$ cat config.mk
export PLATFORM = sky130hd
export DESIGN_NAME = audio_serialiser
export DESIGN_NICKNAME = d
export VERILOG_FILES = /design/src/rtl/audio_serialiser.sv
export SDC_FILE = /design/constraint.sdc
export NUM_CORES = 1
export LEC_CHECK = 0
export CAP_MARGIN = 20
export CORE_ASPECT_RATIO = 1.25
export CORE_MARGIN = 5
export CORE_UTILIZATION = 59
export DETAILED_ROUTE_END_ITERATION = 6
export PLACE_DENSITY = 0.8
export SLEW_MARGIN = 20
export SYNTH_ARGS = -nofsm -noshare
export SYNTH_HDL_FRONTEND = slang
export SYNTH_SLANG_ARGS = --single-unit
export TNS_END_PERCENT = 50
$ cat constraint.sdc
create_clock -name c -period 4.3 [get_ports c]
set_clock_uncertainty 0.15 [all_clocks]
set_input_delay 0.645 -clock c [delete_from_list [all_inputs] [get_ports c]]
set_output_delay 0.645 -clock c [all_outputs]
set_load 0.01 [all_outputs]
$ cat src/rtl/audio_serialiser.sv
// I2S-style serialiser: a small sample FIFO feeding a 32-bit shift register that is
// clocked out MSB first on sd, with bck divided down from c and lrck marking the channel.
module audio_serialiser #(
    parameter int DIV   = 4,
    parameter int DEPTH = 4
) (
    input  logic        c,
    input  logic        r,
    input  logic [31:0] x,
    input  logic        v,
    output logic        rdy,
    output logic        bck,
    output logic        lrck,
    output logic        sd,
    output logic        urun,
    output logic [4:0]  lvl
);

    localparam int         AW    = (DEPTH > 1) ? $clog2(DEPTH) : 1;
    localparam logic [4:0] FULL  = 5'(DEPTH);
    localparam logic [7:0] DCMAX = 8'(DIV - 1);

    typedef enum logic {IDLE, RUN} state_t;

    state_t        state;
    state_t        nstate;
    logic [31:0]   mem [DEPTH];
    logic [AW-1:0] wp;
    logic [AW-1:0] rp;
    logic [31:0]   shift;
    logic [7:0]    dc;
    logic [4:0]    b;
    logic          wr;
    logic          pop;
    logic          load;
    logic          tick;
    logic          fall;
    logic          wrap;
    logic          empty;

    // rdy is forced high during reset even if the FIFO was full, but writes stay blocked
    assign empty = (lvl == 5'd0);
    assign rdy   = r | (lvl != FULL);
    assign wr    = v & ~r & (lvl != FULL);

    always_ff @(posedge c) begin
        if (r) state <= IDLE;
        else   state <= nstate;
    end

    always_comb begin
        nstate = state;
        pop    = 1'b0;
        load   = 1'b0;
        tick   = 1'b0;
        fall   = 1'b0;
        wrap   = 1'b0;
        urun   = 1'b0;
        sd     = 1'b0;
        lrck   = 1'b0;
        case (state)
            IDLE: begin
                if (!empty) begin
                    pop    = 1'b1;
                    load   = 1'b1;
                    nstate = RUN;
                end
            end
            RUN: begin
                sd   = shift[31];
                lrck = b[4];
                tick = (dc == DCMAX);
                fall = tick & bck;
                wrap = fall & (b == 5'd31);
                // frame boundary: reload from the FIFO, or flag an underrun and send silence
                if (wrap) begin
                    if (!empty) pop  = 1'b1;
                    else        urun = 1'b1;
                end
            end
            default: nstate = IDLE;
        endcase
        if (r) begin
            pop  = 1'b0;
            load = 1'b0;
            urun = 1'b0;
        end
    end

    always_ff @(posedge c) begin
        if (wr) mem[wp] <= x;
    end

    always_ff @(posedge c) begin
        if (r) begin
            wp    <= '0;
            rp    <= '0;
            lvl   <= 5'd0;
            shift <= 32'h0;
            dc    <= 8'd0;
            b     <= 5'd0;
            bck   <= 1'b0;
        end else begin
            if (wr)  wp <= wp + AW'(1);
            if (pop) rp <= rp + AW'(1);
            lvl <= lvl + 5'(wr) - 5'(pop);
            if (state == IDLE) begin
                dc  <= 8'd0;
                b   <= 5'd0;
                bck <= 1'b0;
                if (load) shift <= mem[rp];
            end else begin
                if (tick) begin
                    dc  <= 8'd0;
                    bck <= ~bck;
                end else begin
                    dc <= dc + 8'd1;
                end
                // data and bit index only advance on bck falling edges
                if (fall) begin
                    b <= b + 5'd1;
                    if (wrap) shift <= empty ? 32'h0 : mem[rp];
                    else      shift <= {shift[30:0], 1'b0};
                end
            end
        end
    end

endmodule

==> run summary, run 1 <==
leakage power - 2.79 nW
share of layout cells above drive strength 1 - 16.4%
# setup viols final - 0
worst skew pair latency - 420 ps
Post-CTS Setup Inserts - 0
largest net degree at the start of global routing - 36
antenna cells - 0
CP top delay family - simple AND/OR/NAND/NOR gates
Synth Register Bits - 186
CP required - 3500 ps
CP endpoint kind - output port
max_cap viols - 0
slew margin rel. - 40.6%
Num CTS Buffers - 17
crit start category - flip-flop
initial core utilization - 60.5%
antenna violations before repair - 0
vias in the first global route - 4213
WL final - 13600 um
CTS max path bufs - 2
async set-reset flop share out of synthesis - 0%
Die Area - 14900 sq um
Final GP Congestion - 0.831
clk slew on worst S/H paths - 60 ps
Main synth FF type - edfxtp_1
run status - finished, final reports clean
simple-gate share of the synthesized area - 7.09%
post-synthesis cell count - 460
Core Area - 12200 sq um
Detailed Route Iter0 Violations - 445
crit path cell chain - ha_1, nor4b_4, nand3_1, nor2_1, clkdlybuf4s50_1
via/cell ratio - 6.01
Compound-Gate Fraction of Synth Area - 8.30%
Peak VDD IR - 0.303 mV
HP Class - flip-flop to flip-flop
Netlist Area Pre-Place - 7390 sq um
syn_area_per_cell - 16.1 sq um
crit path buf inv count - 1
area of the multi-input gates - 2180 sq um
Synth Area in XOR/XNOR - 1.66%
fin crit share - 76.8%
Total GRT Usage - 19.6%
average routed wire per standard cell - 19.9 um
first-pass GRT wire length - 21800 um
H-tree levels - 4
Filler cells - 788
max-slew violations - 0
adder-cell area share of the yosys netlist - 2.47%
final hold vios - 0
slowest stage delay, CP - 550 ps
Die Span Y - 135 um
CTS-repair resized insts - 0
# port buffers - 44
CTS Sinks - 186
die width - 110 um
DRT antenna net count - 0
proportion of synthesized area in mux cells - 9.89%
Layout area overhead - 14.9%
Worst-Margin Slew - 891 ps
Post-synth EDFFs - 128
Tmin final - 3300 ps
Netlist cell types - 40
Core Rows - 45
Congestion Overflow GR - 0
post-DP HPWL - 7810 um
fin nets - 553
CP Max Fanout - 8
Vias - 4094
CTS Root Cell - clkbuf_16
fin util - 69.5%
Warnings, synthesis - 0
RSZ-0062 raised after global routing - no
Slowest cell on crit path - clkdlybuf4s50_1
Seq/Total Area, Yosys - 67.7%
largest family of logic cells by synthesized area - multiplexers
Syn Nets - 509
setup_tns - 0 ps
hold buffers post-CTS - 0
Top-Level Pins - 45
Achievable Freq - 0.303 GHz
DRC violations left - 0
crit path kind - flip-flop to output port
first-pass iteration count of the detailed router - 6
Power per Cell Area - 586 nW/um^2
Seq. cell area - 5010 sq um
CP arrival - 2510 ps
CTS tree - yes
worst paths after layout:
kind	slack [ps]	cells after the start	from	endpoint
setup / recovery	1000	5	dc[0]	urun
setup reg to reg	1240	14	b[0]	lvl[4]
hold / removal	310	1	dc[0]	dc[0]
hold reg to reg	310	1	dc[0]	dc[0]
sequential cells by signal (all words and copies together), names as in the netlist, named ones only:
signal and count:
bck 1, wp 2, mem 128, lvl 5, dc 8, b 5
state 1, rp 2, shift 32
worst reg2reg max path, stage by stage, from the launching register on:
cell,delay (ps)
dfxtp_1,340
ha_1,210
and3_1,180
ha_1,190
and2_1,180
a31oi_2,210
nor3_1,80
ha_1,290
inv_1,40
ha_1,200
fa_1,400
a21oi_1,150
o21ai_0,100
xnor2_1,160
nor2_1,50
logic make-up after synthesis:
kind of cell             count (synthesis)
multiplexers                            33
buffers and inverters                   39
XOR/XNOR                                14
AO/OA/AOI/OAI                           81
AND/OR/NAND/NOR                         93
flip-flops                             186
adder cells (fa/ha/maj)                 14
report_power, final:
group,internal (mW),leakage [nW],switching (mW),total (mW)
logic,0.611,0.878,0.579,1.19
clock network,0.800,0.271,0.648,1.45
registers,2.13,1.64,0.208,2.34
routing by layer:
metal | global-route usage (%) | share of wire (%) | vias to the layer above
met1 | 25.2 | 41 | 2026
met5 | 0 | 0 | -
met2 | 32.5 | 52 | 140
met3 | 4.54 | 5.5 | 16
li1 | - | - | 1912
met4 | 7.60 | 1.5 | 0
synthesized netlist by cell type, drive strengths merged, types with 2 or more instances:
| master | instances | area, sq um |
|---|---|---|
| and2 | 7 | 43.8 |
| xor2 | 6 | 52.6 |
| xnor2 | 8 | 70.1 |
| dfxtp | 58 | 1160 |
| nor4b | 3 | 62.6 |
| a211oi | 31 | 253 |
| nand2 | 5 | 18.8 |
| clkbuf | 11 | 41.3 |
| buf | 18 | 133 |
| nor3 | 35 | 180 |
| a22oi | 31 | 243 |
| a21oi | 10 | 50.1 |
| nor2b | 2 | 12.5 |
| nand3 | 10 | 50.1 |
| mux4 | 32 | 721 |
| o21ai | 4 | 20.0 |
| inv | 10 | 37.5 |
| ha | 13 | 163 |
| nor2 | 18 | 67.6 |
| or3 | 3 | 18.8 |
| and3 | 5 | 31.3 |
| edfxtp | 128 | 3840 |
cells in the final DEF, fill, tap and decap left out, types with 13 or more instances in the layout:
cell type	count
mux4_2	32
dfxtp_1	56
clkdlybuf4s50_1	43
clkbuf_16	17
ha_1	13
a22oi_1	29
edfxtp_1	128
nor2_1	18
nor3_1	34
a211oi_1	27
through the flow:
step	hold WS, ps	setup WS, ps	cells	power (mW)	area (sq um)
after detailed placement	294	1080	649	3.55	7940
after CTS	303	983	681	5.02	8490
after floorplan	263	1070	460	3.25	7390
final	305	997	681	4.97	8490
after global placement	275	1150	649	3.50	7940
after global routing	343	817	681	5.21	8490
final cells by class:
cell class	count	area share [%]
sequential	186	59.0
tap	164	2.42
clock inverter	14	1.40
timing repair buffer	54	6.01
multi-input combinational	235	25.7
clock buffer	18	5.06
inverter	10	0.442
No activity file was read; power rests on OpenSTA's default activity.
==> run 2, diff against run 1 <==
==> constraint.sdc (replaced) <==
create_clock -name c -period 3.4 [get_ports c]
set_clock_uncertainty 0.15 [all_clocks]
set_input_delay 0.51 -clock c [delete_from_list [all_inputs] [get_ports c]]
set_output_delay 0.51 -clock c [all_outputs]
set_load 0.01 [all_outputs]
==> run 2 against run 1 <==
Effect of this change: largest power group unchanged; combinational power grew 37%; highest routed layer unchanged; cell area grew 0.32%; global-route usage grew 0.30 points; hold slack lost 28 ps; core utilization grew 0.23 points; first-iteration DRC count shrank 28%; non-clock buffer count grew 5; via count grew 1.2%.
==> run summary, run 2 (same netlist as run 1, synthesis figures left out) <==
Worst-Margin Slew - 707 ps
CP Max Fanout - 3
CTS max path bufs - 2
slew margin rel. - 52.9%
fin nets - 558
clk slew on worst S/H paths - 60 ps
reg2reg end - lvl[4]
cell mode on critical path - ha_1
via/cell ratio - 6.05
hold buffers post-CTS - 0
Congestion Overflow GR - 0
Core Rows - 45
Peak VDD IR - 0.491 mV
die width - 110 um
Post-CTS Setup Inserts - 0
Worst Setup SP - b[0]
share of layout cells above drive strength 1 - 17.5%
CP required - 3550 ps
largest net degree at the start of global routing - 38
commonest non-fill, non-tap cell in the layout - edfxtp_1
slowest stage delay, CP - 410 ps
Layout area overhead - 15.2%
Reg2Reg Launch Point - b[0]
CTS-repair resized insts - 0
first-pass GRT wire length - 22200 um
Final GP Congestion - 0.791
most frequent cells in the layout - edfxtp_1, dfxtp_1, clkdlybuf4s50_1
crit start category - flip-flop
Detailed Route Iter0 Violations - 320
first-pass iteration count of the detailed router - 5
RSZ-0062 raised after global routing - no
fin crit share - 91.9%
initial core utilization - 60.5%
Achievable Freq - 0.320 GHz
antenna violations before repair - 0
worst skew pair latency - 420 ps
Power per Cell Area - 733 nW/um^2
Tot Pwr - 6.24 mW
Tmin final - 3130 ps
Vias - 4142
Top-Level Pins - 45
final hold vios - 0
Die Area - 14900 sq um
Filler cells - 782
Slowest cell on crit path - fa_1
CTS Sinks - 186
Seq. cell area - 5010 sq um
CP top delay family - adder cells
crit path kind - flip-flop to flip-flop
# setup viols final - 0
crit path buf inv count - 1
Total GRT Usage - 19.9%
Die Span Y - 135 um
DRC violations left - 0
Core Area - 12200 sq um
vias in the first global route - 4422
r2r setup slk - 270 ps
DRT antenna net count - 0
run status - finished, final reports clean
crit path cell chain - ha_1, and3_1, ha_1, and2_1, a31oi_2, nor3_1, ha_1, inv_1, ha_1, fa_1, a21oi_1, o21ai_0, xnor2_1, nor2_1
number of stages on the worst setup path - 14
Num CTS Buffers - 17
max-slew violations - 0
CTS Root Cell - clkbuf_16
area of the multi-input gates - 2190 sq um
WL final - 13700 um
CP endpoint kind - flip-flop
# port buffers - 44
H-tree levels - 4
r2r worst-path depth - 14
biggest regs - mem (128), shift (32), dc (8)
leakage power - 2.79 nW
Worst Setup EP - lvl[4]
max_cap viols - 0
post-DP HPWL - 8060 um
max reg flops - 128
average routed wire per standard cell - 20.0 um
antenna cells - 0
Largest Register - mem
CTS tree - yes
HP Class - input pin to flip-flop
setup_tns - 0 ps
CP arrival - 3270 ps
run 2: cell types whose count changed in the layout (fill, tap and decap cells not counted), moves of 2 or more:
cell	change
inv_6	-3
clkinvlp_4	+5
buf_4	+5
clkinv_4	-2
run 2: area by class of cell:
type	count	share of cell area, %
Clock buffer	17	5.00
Clock inverter	14	1.25
Inverter	10	0.441
Multi-Input combinational cell	235	25.7
Sequential cell	186	58.8
Tap cell	164	2.41
Timing Repair Buffer	59	6.44
run 2: metrics by stage:
step / util [%] / worst slack, ps / instances / instance area, sq um / hold slack (ps)
2_1_floorplan: - / 168 / 460 / 7390 / 263
3_3_place_gp: 65.3 / 358 / 654 / 7980 / 274
3_5_place_dp: 65.3 / 210 / 654 / 7980 / 287
4_1_cts: 69.6 / 176 / 685 / 8510 / 270
5_1_grt: 69.7 / 80.1 / 685 / 8520 / 291
6_report: 69.7 / 274 / 685 / 8520 / 277
run 2: how the worst min path moves through the flow:
stage / cells past startpoint / endpoint / from / slack [ps]
floorplan: 1 / dc[0] / dc[0] / 260
global placement: 1 / dc[0] / dc[0] / 270
detailed placement: 1 / dc[0] / dc[0] / 290
CTS: 2 / lvl[2] / r / 270
global route: 2 / lvl[0] / r / 290
finish: 2 / lvl[2] / r / 280
run 2: report_power, final:
group	total, mW	internal (mW)	switching (mW)	leakage (nW)
clock network	1.77	0.989	0.784	0.247
logic	1.63	0.776	0.850	0.910
registers	2.84	2.69	0.154	1.64
total	6.24	4.46	1.79	2.79
run 2: layer usage:
metal	wire (um)	track usage, %	up-vias	share of wire (%)
li1	-	-	1919	-
met1	5400	24.3	2070	39
met2	7310	34.3	131	53
met3	728	3.83	22	5.3
met4	280	8.56	0	2.0
met5	0	0	-	0
==> run 3, diff against run 2 <==
--- a/config.mk
+++ b/config.mk
@@ -10,6 +10,7 @@
 export CORE_MARGIN = 5
 export CORE_UTILIZATION = 59
 export DETAILED_ROUTE_END_ITERATION = 6
+export HOLD_SLACK_MARGIN = 0.08
 export PLACE_DENSITY = 0.8
 export SLEW_MARGIN = 20
 export SYNTH_ARGS = -nofsm -noshare
==> results of run 3 <==
Final layout, timing and power as in run 2 (identical DEF).
